### src/rtl/gem_frame_formatter.sv
// Per-fiber GEM trigger-link framer: turns one 56-bit link word per BX into four
// 16-bit K-flagged transmitter words, with startup idles and periodic latency markers.
module gem_frame_formatter #(
  parameter int SYNC_FRAMES   = 16,
  parameter int MARKER_PERIOD = 128
) (
  input  logic        clk_160,
  input  logic        reset,
  input  logic [55:0] link_data,
  input  logic        overflow,
  input  logic        ena_test_pat,
  input  logic        tx_pll_lock,
  output logic [15:0] tx_data,
  output logic [1:0]  tx_isk,
  output logic        ltncy_trig,
  output logic        strt_ltncy,
  output logic        link_ready
);

  typedef enum logic [1:0] {WAIT_LOCK, SYNC, RUN} state_t;

  localparam logic [7:0] K28_5     = 8'hBC;
  localparam logic [7:0] K28_7     = 8'hFC;
  localparam logic [7:0] K23_7     = 8'hF7;
  localparam logic [7:0] FC_MASK   = 8'(MARKER_PERIOD - 1);
  localparam logic [7:0] SYNC_LAST = 8'(SYNC_FRAMES - 1);

  state_t      state_q, state_d;
  logic [1:0]  ph_q, ph_d;
  logic [7:0]  fc_q, fc_d;
  logic [7:0]  sync_cnt_q, sync_cnt_d;
  logic [55:0] shadow_q, shadow_d;
  logic [15:0] tx_data_q, tx_data_d;
  logic [1:0]  tx_isk_q, tx_isk_d;
  logic        ltncy_q, ltncy_d;
  logic        strt_q, strt_d;
  logic        ready_q, ready_d;

  logic        frame_run;
  logic        frame_first;
  logic [7:0]  comma;
  logic [55:0] frame_d;

  // NOTE: every signal written here gets a default first, so no path can leave
  // one unassigned and infer a latch.
  always_comb begin
    ph_d        = ph_q + 2'd1;
    state_d     = state_q;
    fc_d        = fc_q;
    sync_cnt_d  = sync_cnt_q;
    frame_run   = 1'b0;
    frame_first = 1'b0;

    if (ph_q == 2'd3) begin
      case (state_q)
        WAIT_LOCK: if (tx_pll_lock) begin
          state_d    = SYNC;
          sync_cnt_d = 8'd0;
        end
        SYNC: if (!tx_pll_lock) begin
          state_d = WAIT_LOCK;
        end else if (sync_cnt_q == SYNC_LAST) begin
          state_d     = RUN;
          frame_run   = 1'b1;
          frame_first = 1'b1;
        end else begin
          sync_cnt_d = sync_cnt_q + 8'd1;
        end
        RUN: if (!tx_pll_lock) state_d = WAIT_LOCK;
             else              frame_run = 1'b1;
        default: state_d = WAIT_LOCK;
      endcase
      // fc rests at zero outside RUN so every entry starts with a marker frame
      fc_d = frame_run ? ((fc_q + 8'd1) & FC_MASK) : 8'd0;
    end

    frame_d = '0;
    comma   = K28_5;
    if (frame_run) begin
      frame_d = ena_test_pat ? {7{fc_q}} : link_data;
      if (fc_q == 8'd0)  comma = K28_7;
      else if (overflow) comma = K23_7;
    end

    shadow_d  = shadow_q;
    tx_data_d = tx_data_q;
    tx_isk_d  = 2'b00;
    ltncy_d   = 1'b0;
    strt_d    = 1'b0;
    ready_d   = ready_q;
    case (ph_q)
      2'd3: begin
        shadow_d  = frame_d;
        tx_data_d = {frame_d[7:0], comma};
        tx_isk_d  = 2'b01;
        ltncy_d   = frame_run && (fc_q == 8'd0);
        strt_d    = frame_first;
        ready_d   = frame_run;
      end
      2'd0:    tx_data_d = shadow_q[23:8];
      2'd1:    tx_data_d = shadow_q[39:24];
      default: tx_data_d = shadow_q[55:40];
    endcase
  end

  // NOTE: state registers use non-blocking assignments so all flops update from
  // the same pre-edge values.
  always_ff @(posedge clk_160) begin
    if (reset) begin
      state_q    <= WAIT_LOCK;
      ph_q       <= 2'd0;
      fc_q       <= 8'd0;
      sync_cnt_q <= 8'd0;
      // cleared so the frame shown straight out of reset is a clean idle frame
      shadow_q   <= '0;
      tx_data_q  <= {8'h00, K28_5};
      tx_isk_q   <= 2'b01;
      ltncy_q    <= 1'b0;
      strt_q     <= 1'b0;
      ready_q    <= 1'b0;
    end else begin
      state_q    <= state_d;
      ph_q       <= ph_d;
      fc_q       <= fc_d;
      sync_cnt_q <= sync_cnt_d;
      shadow_q   <= shadow_d;
      tx_data_q  <= tx_data_d;
      tx_isk_q   <= tx_isk_d;
      ltncy_q    <= ltncy_d;
      strt_q     <= strt_d;
      ready_q    <= ready_d;
    end
  end

  assign tx_data    = tx_data_q;
  assign tx_isk     = tx_isk_q;
  assign ltncy_trig = ltncy_q;
  assign strt_ltncy = strt_q;
  assign link_ready = ready_q;

endmodule
### config.mk
export PLATFORM = sky130hd
export DESIGN_NAME = gem_frame_formatter
export DESIGN_NICKNAME = d
export VERILOG_FILES = /design/src/rtl/gem_frame_formatter.sv
export SDC_FILE = /design/constraint.sdc
export NUM_CORES = 1
export LEC_CHECK = 0
export ABC_AREA = 1
export BUFFER_PORTS_ARGS = -buffer_cell sky130_fd_sc_hd__buf_4
export CORE_MARGIN = 2
export CORE_UTILIZATION = 50
export DETAILED_ROUTE_END_ITERATION = 10
export HOLD_SLACK_MARGIN = 0.02
export PLACE_DENSITY = 0.86
export SLEW_MARGIN = 20
export SYNTH_ARGS = -nofsm -noshare
export SYNTH_HDL_FRONTEND = slang
export SYNTH_SLANG_ARGS = --single-unit
### constraint.sdc
create_clock -name clk_160 -period 1.5 [get_ports clk_160]
set_input_delay 0.075 -clock clk_160 [delete_from_list [all_inputs] [get_ports clk_160]]
set_output_delay 0.075 -clock clk_160 [all_outputs]
set_load 0.05 [all_outputs]
### Word-level counts from Yosys, hierarchy flattened

Cells that the tools add are included.

* $add $sub $neg: 3
* equal/unequal tests: 10
* multiplexer cells: 23
* bitwise gates (word level): 2
* reduce and logical (&&, ||, !) cells: 9

Operator list (number)
* $mux W56: 2
* $pmux W16 S3: 1
* $mux W7: 4
* $mux W8: 3
* $pmux W8 S2: 1
* $add A8 B1 Y8 const B: 1
* $eq A8 B4 Y1 const B: 1
* $logic_not A8 Y1: 1
* $mux W2: 4
* $ne A2 B2 Y1 const B: 4
* $add A7 B1 Y7 const B: 1
* $mux W1: 6
* $pmux W2 S3: 1
* $reduce_and A5 Y1: 1
* $eq A2 B1 Y1 const B: 2
* $eq A2 B2 Y1 const B: 2
* $logic_not A2 Y1: 2
* $reduce_and A4 Y1: 1
* $ne A3 B3 Y1 const B: 1
* $reduce_or A3 Y1: 1
* $add A2 B1 Y2 const B: 1
* $not A1 Y1: 2
* $pmux W1 S2: 1
* $reduce_bool A2 Y1: 1
* other kinds (2): 2

* flip-flop bits (word level): 96
* bits of input ports: 61
* output and inout port bits: 21

### Logic depth before layout (Yosys ltp)

* depth after elaboration: 8
* depth in mapped cells: 12
* depth with buffers taken out: 12

### Least setup slack after synthesis

OpenSTA, ideal clock, no wires.

* path kind: register -> register
* start point: reg sync_cnt_q[0]
* end point: reg tx_data_q[3], in the netlist tx_data[3]
* arrival: 1.320 ns
* required time: 1.385 ns
* slack: 0.065 ns
* cell stages (with the launch flop): 12
* buffers on the path: 1
* cells stage by stage: dfxtp_1 -> ha_1 -> nand2_1 -> nor2_2 -> nand4_2 -> nand2_2 -> buf_6 -> nand3_1 -> nand2_1 -> nand2_1 -> nand2_1 -> nand2_1

* longest elaborated chain between the ends: 8

Ends and longest elaborated chain
* from (decl): RTL line 31 `logic [7:0] sync_cnt_q, sync_cnt_d;`
* from (signal assigned): RTL line 125 `sync_cnt_q <= sync_cnt_d;`
* $eq A8 B4 Y1: RTL line 62 `end else if (sync_cnt_q == SYNC_LAST) begin`
* $mux W1: RTL line 62
* $mux W1: RTL line 60 `SYNC: if (!tx_pll_lock) begin`
* $pmux W1 S2: RTL line 55 `case (state_q)`
* $mux W1 (2 in a row): RTL line 54 `if (ph_q == 2'd3) begin`
* $mux W7: RTL line 79 `if (frame_run) begin`
* $pmux W16 S3: RTL line 91 `case (ph_q)`
* to (signal assigned): RTL line 116 `tx_data_q <= {8'h00, K28_5};`
* to (signal assigned): RTL line 127 `tx_data_q <= tx_data_d;`
* to (decl): RTL line 33 `logic [15:0] tx_data_q, tx_data_d;`

Every way passes these cells. The select of a mux whose other input is x is not followed.
A chain may end at the register's enable or synchronous reset.

### Worst setup path in the final report

* start point: reg state_q[1]
* end point: reg fc_q[3]

* longest elaborated chain between the ends: 4
* elaborated cells on any way between the ends: 5

Ends and longest elaborated chain
* from (decl): RTL line 28 `state_t state_q, state_d;`
* from (signal assigned): RTL line 122 `state_q <= state_d;`
* $eq A2 B2 Y1 / $eq A2 B1 Y1 (equally long branches): RTL line 55
* $pmux W1 S2 *: RTL line 55
* $mux W1 *: RTL line 54
* $mux W7 *: RTL line 74 `fc_d = frame_run ? ((fc_q + 8'd1) & FC_MASK) : 8'd0;`
* to (signal assigned): RTL line 112 `fc_q <= 8'd0;`
* to (signal assigned): RTL line 124 `fc_q <= fc_d;`
* to (decl): RTL line 30 `logic [7:0] fc_q, fc_d;`

Mark *: on every way between the ends. The rest lies on a longest branch, timed or not. The select of a mux whose other input is x is not followed.

==> metrics.txt <==
post-synthesis cell area 0.00424 sq mm; cell breakdown of the critical path inv_2 -> ha_4 -> nand2_1 -> inv_2 -> nand4_4 -> nand2_4 -> buf_12 -> buf_12 -> buf_16 -> nand4_4 -> a21oi_2; Die Width 96.1 um; number of nets in the finished design 774; Setup WS pre-CTS -107 ps; standard-cell rows 33; fraction of layout instances using a drive strength above 1 28.0%; final count of pins violating max slew 0; worst-case headroom to the max-slew limit 51.7%; instance count of the mapped netlist 600; largest net degree at the start of global routing 67; Final Routed Wirelength 14300 um; post-DP HPWL 8270 um; routed length per instance 17.5 um; Warnings, synthesis 0; violations in the final reports negative setup slack; number of design rule violations left after detail routing 0; most used flip-flop cell after synthesis dfxtp_1; Setup Viol. Count Final 36; Mean Syn Cell Area 7.07 sq um; final global-route overflow total 0; wire length of the first global-routing pass 21300 um; routability congestion estimate from global placement 0.932; total of buffers placed on input and output ports 80; gate family responsible for the most delay along the worst path buffers and inverters; flops & latches, synth 87; TritonCTS clock tree built; per-cell via count in the routed design 5.84; Die H 96.1 um; die area 0.00923 sq mm; post-route fraction of the period consumed by the critical path 107%; total count of hold-check failures in the final report 0; CTS HTree Levels 3; most common cell after layout, fill and taps aside nand2_1; most frequent cells in the layout nand2_1 (198), buf_4 (113), dfxtp_1 (81), a21oi_1 (73), nand3_1 (55); power density of the placed cells 846 mW/mm^2; violation count after the first detailed-route iteration 551; number of global-route vias before repair 4463; CP Launch Point state_q[1]; area grow syn2layout 36.5%; RSZ-0062 raised after global routing yes; clock-pin slew on the worst setup and hold paths 100 ps; final worst-path setup slack -105 ps; fmax 0.623 GHz; post-route ant nets 0; standard cell with the maximum stage delay on the critical path dfxtp_2; io pins 82; classification of the worst setup path reg2reg; total chip power 4890 uW; minimum clock period 1600 ps; slew at the pin closest to its max-slew limit 725 ps; count of vias placed by the detailed router 4750; r2r setup slk -100 ps; critical path data arrival time 1900 ps; count of different cell masters after synthesis 31; data required time of the critical path 1800 ps; # diodes 0; crit path capture type flop; starting density of the core 51.6%; CP Buf/Inv Count 5; CTS max path bufs 2; number of clock sinks 87; Worst setup SP type flop; root cell of the clock tree clkbuf_8; Hold Path Class in2reg; leak pwr 0.00249 uW; result of the run finished with violations; CORE AREA 0.00822 sq mm; maximum ir drop on the vdd rail 365 uV; peak fanout along the critical path 6; number of filler cells placed in the layout 607; combined area of the multi-input logic cells 0.00230 sq mm; number of max-capacitance violations reported 0; EDFF count, synth 0; Worst Hold Margin 12.2 ps; clock tree skew after final layout 14.4 ps; cell area reported after detailed placement 0.00503 sq mm; final design area excluding fillers 0.00579 sq mm; total global-route track usage 29.8%; CTS buffer count 9; total area of sequential cells 0.00175 sq mm; register area share after synthesis 41.1%; first-pass iteration count of the detailed router 6; number of antenna violations at the first check in global routing 0; worst r2r src state_q[1]; startpoint of the lowest-slack hold path link_data[39]; delay contributed by the slowest stage of the critical path 330 ps; post-route setup TNS -1200 ps; ys async rst share 0%; synthesized net count 671; worst skew pair latency 370 ps
-- worst register-to-register path, stage by stage (launching register included) --
cell and delay (ps):
dfxtp_2 330, inv_2 80, ha_4 140, nand2_1 70
inv_2 80, nand4_4 110, nand2_4 130, buf_12 120
buf_12 110, buf_16 120, nand4_4 70, a21oi_2 180
-- flip-flops by register name, indices dropped and copies added, names as in the netlist --
name	cells
ltncy_trig	1
ph_q	2
state_q	2
link_ready	1
tx_isk	1
tx_data	16
sync_cnt_q	8
strt_ltncy	1
fc_q	7
shadow_q	48
-- stage by stage --
| step | cells | util, % |
|---|---|---|
| floorplan | 600 | - |
| global placement | 773 | 61.3 |
| detailed placement | 773 | 61.3 |
| CTS | 807 | 67.9 |
| global route | 813 | 70.4 |
| finish | 813 | 70.4 |
-- Yosys cell counts (2+ instances only) --
cell type  count  area, sq um
o21ai_0       21          105
buf_4          7         52.6
dfxtp_1       87         1740
nand4_2        7         87.6
inv_2          2         7.51
clkbuf_1      18         67.6
nand3_1       62          310
xor2_1         2         17.5
nand2_1      203          762
buf_6          5         56.3
a221oi_1       5         43.8
a21oi_1       77          385
buf_2         11         55.1
ha_1          10          125
nand4_1        9         56.3
nor2_1        15         56.3
o21bai_1       2         15.0
buf_1          2         7.51
a21oi_2        2         17.5
a31oi_1       10         62.6
inv_1         30          113
nor3_1         2         10.0
nand2_2        3         18.8
-- final cells by class --
class / instances / area share (%)
Multi-Input combinational cell: 437 / 39.8
Sequential cell: 87 / 30.3
Timing Repair Buffer: 136 / 21.8
Tap cell: 105 / 2.27
Clock buffer: 10 / 2.21
Inverter: 32 / 2.16
Clock inverter: 6 / 1.47
-- final timing paths --
kind / end / depth (start not counted)
max: fc_q[3] / 11
min: shadow_q[39] / 3
max reg2reg: fc_q[3] / 11
min reg2reg: shadow_q[41] / 2
-- kinds of logic after synthesis --
logic type,after synthesis,synth area share [%]
flip-flops,87,41.1
AO/OA/AOI/OAI,120,15.5
other,1,0.0884
XOR/XNOR,3,0.620
buffers and inverters,76,8.82
adder cells (fa/ha/maj),10,2.95
AND/OR/NAND/NOR,303,31.0
-- routing by layer --
metal	vias to the layer above	part of all wire (%)	track usage (%)
li1	2189	-	-
met3	63	10	4.46
met4	0	3.9	12.4
met2	330	49	50.1
met5	-	0	0
met1	2168	37	38.2
-- timing repair --
action | 4_1_cts | 5_1_grt
gates cloned | 4 | 2
setup buffers | 10 | 5
hold endpoints to repair | 5 | 0
gates resized for setup | 24 | 36
pin swaps | 8 | 15
hold buffers | 5 | 0
endpoints found under the setup margin | 69 | 80
-- power by group --
group | total [uW] | leakage, uW | switching [uW] | internal, uW
clock network | 1830 | 0.000102 | 892 | 933
logic | 703 | 0.00168 | 424 | 279
registers | 2370 | 0.000707 | 20.9 | 2340
(Power assumes the default switching activity.)
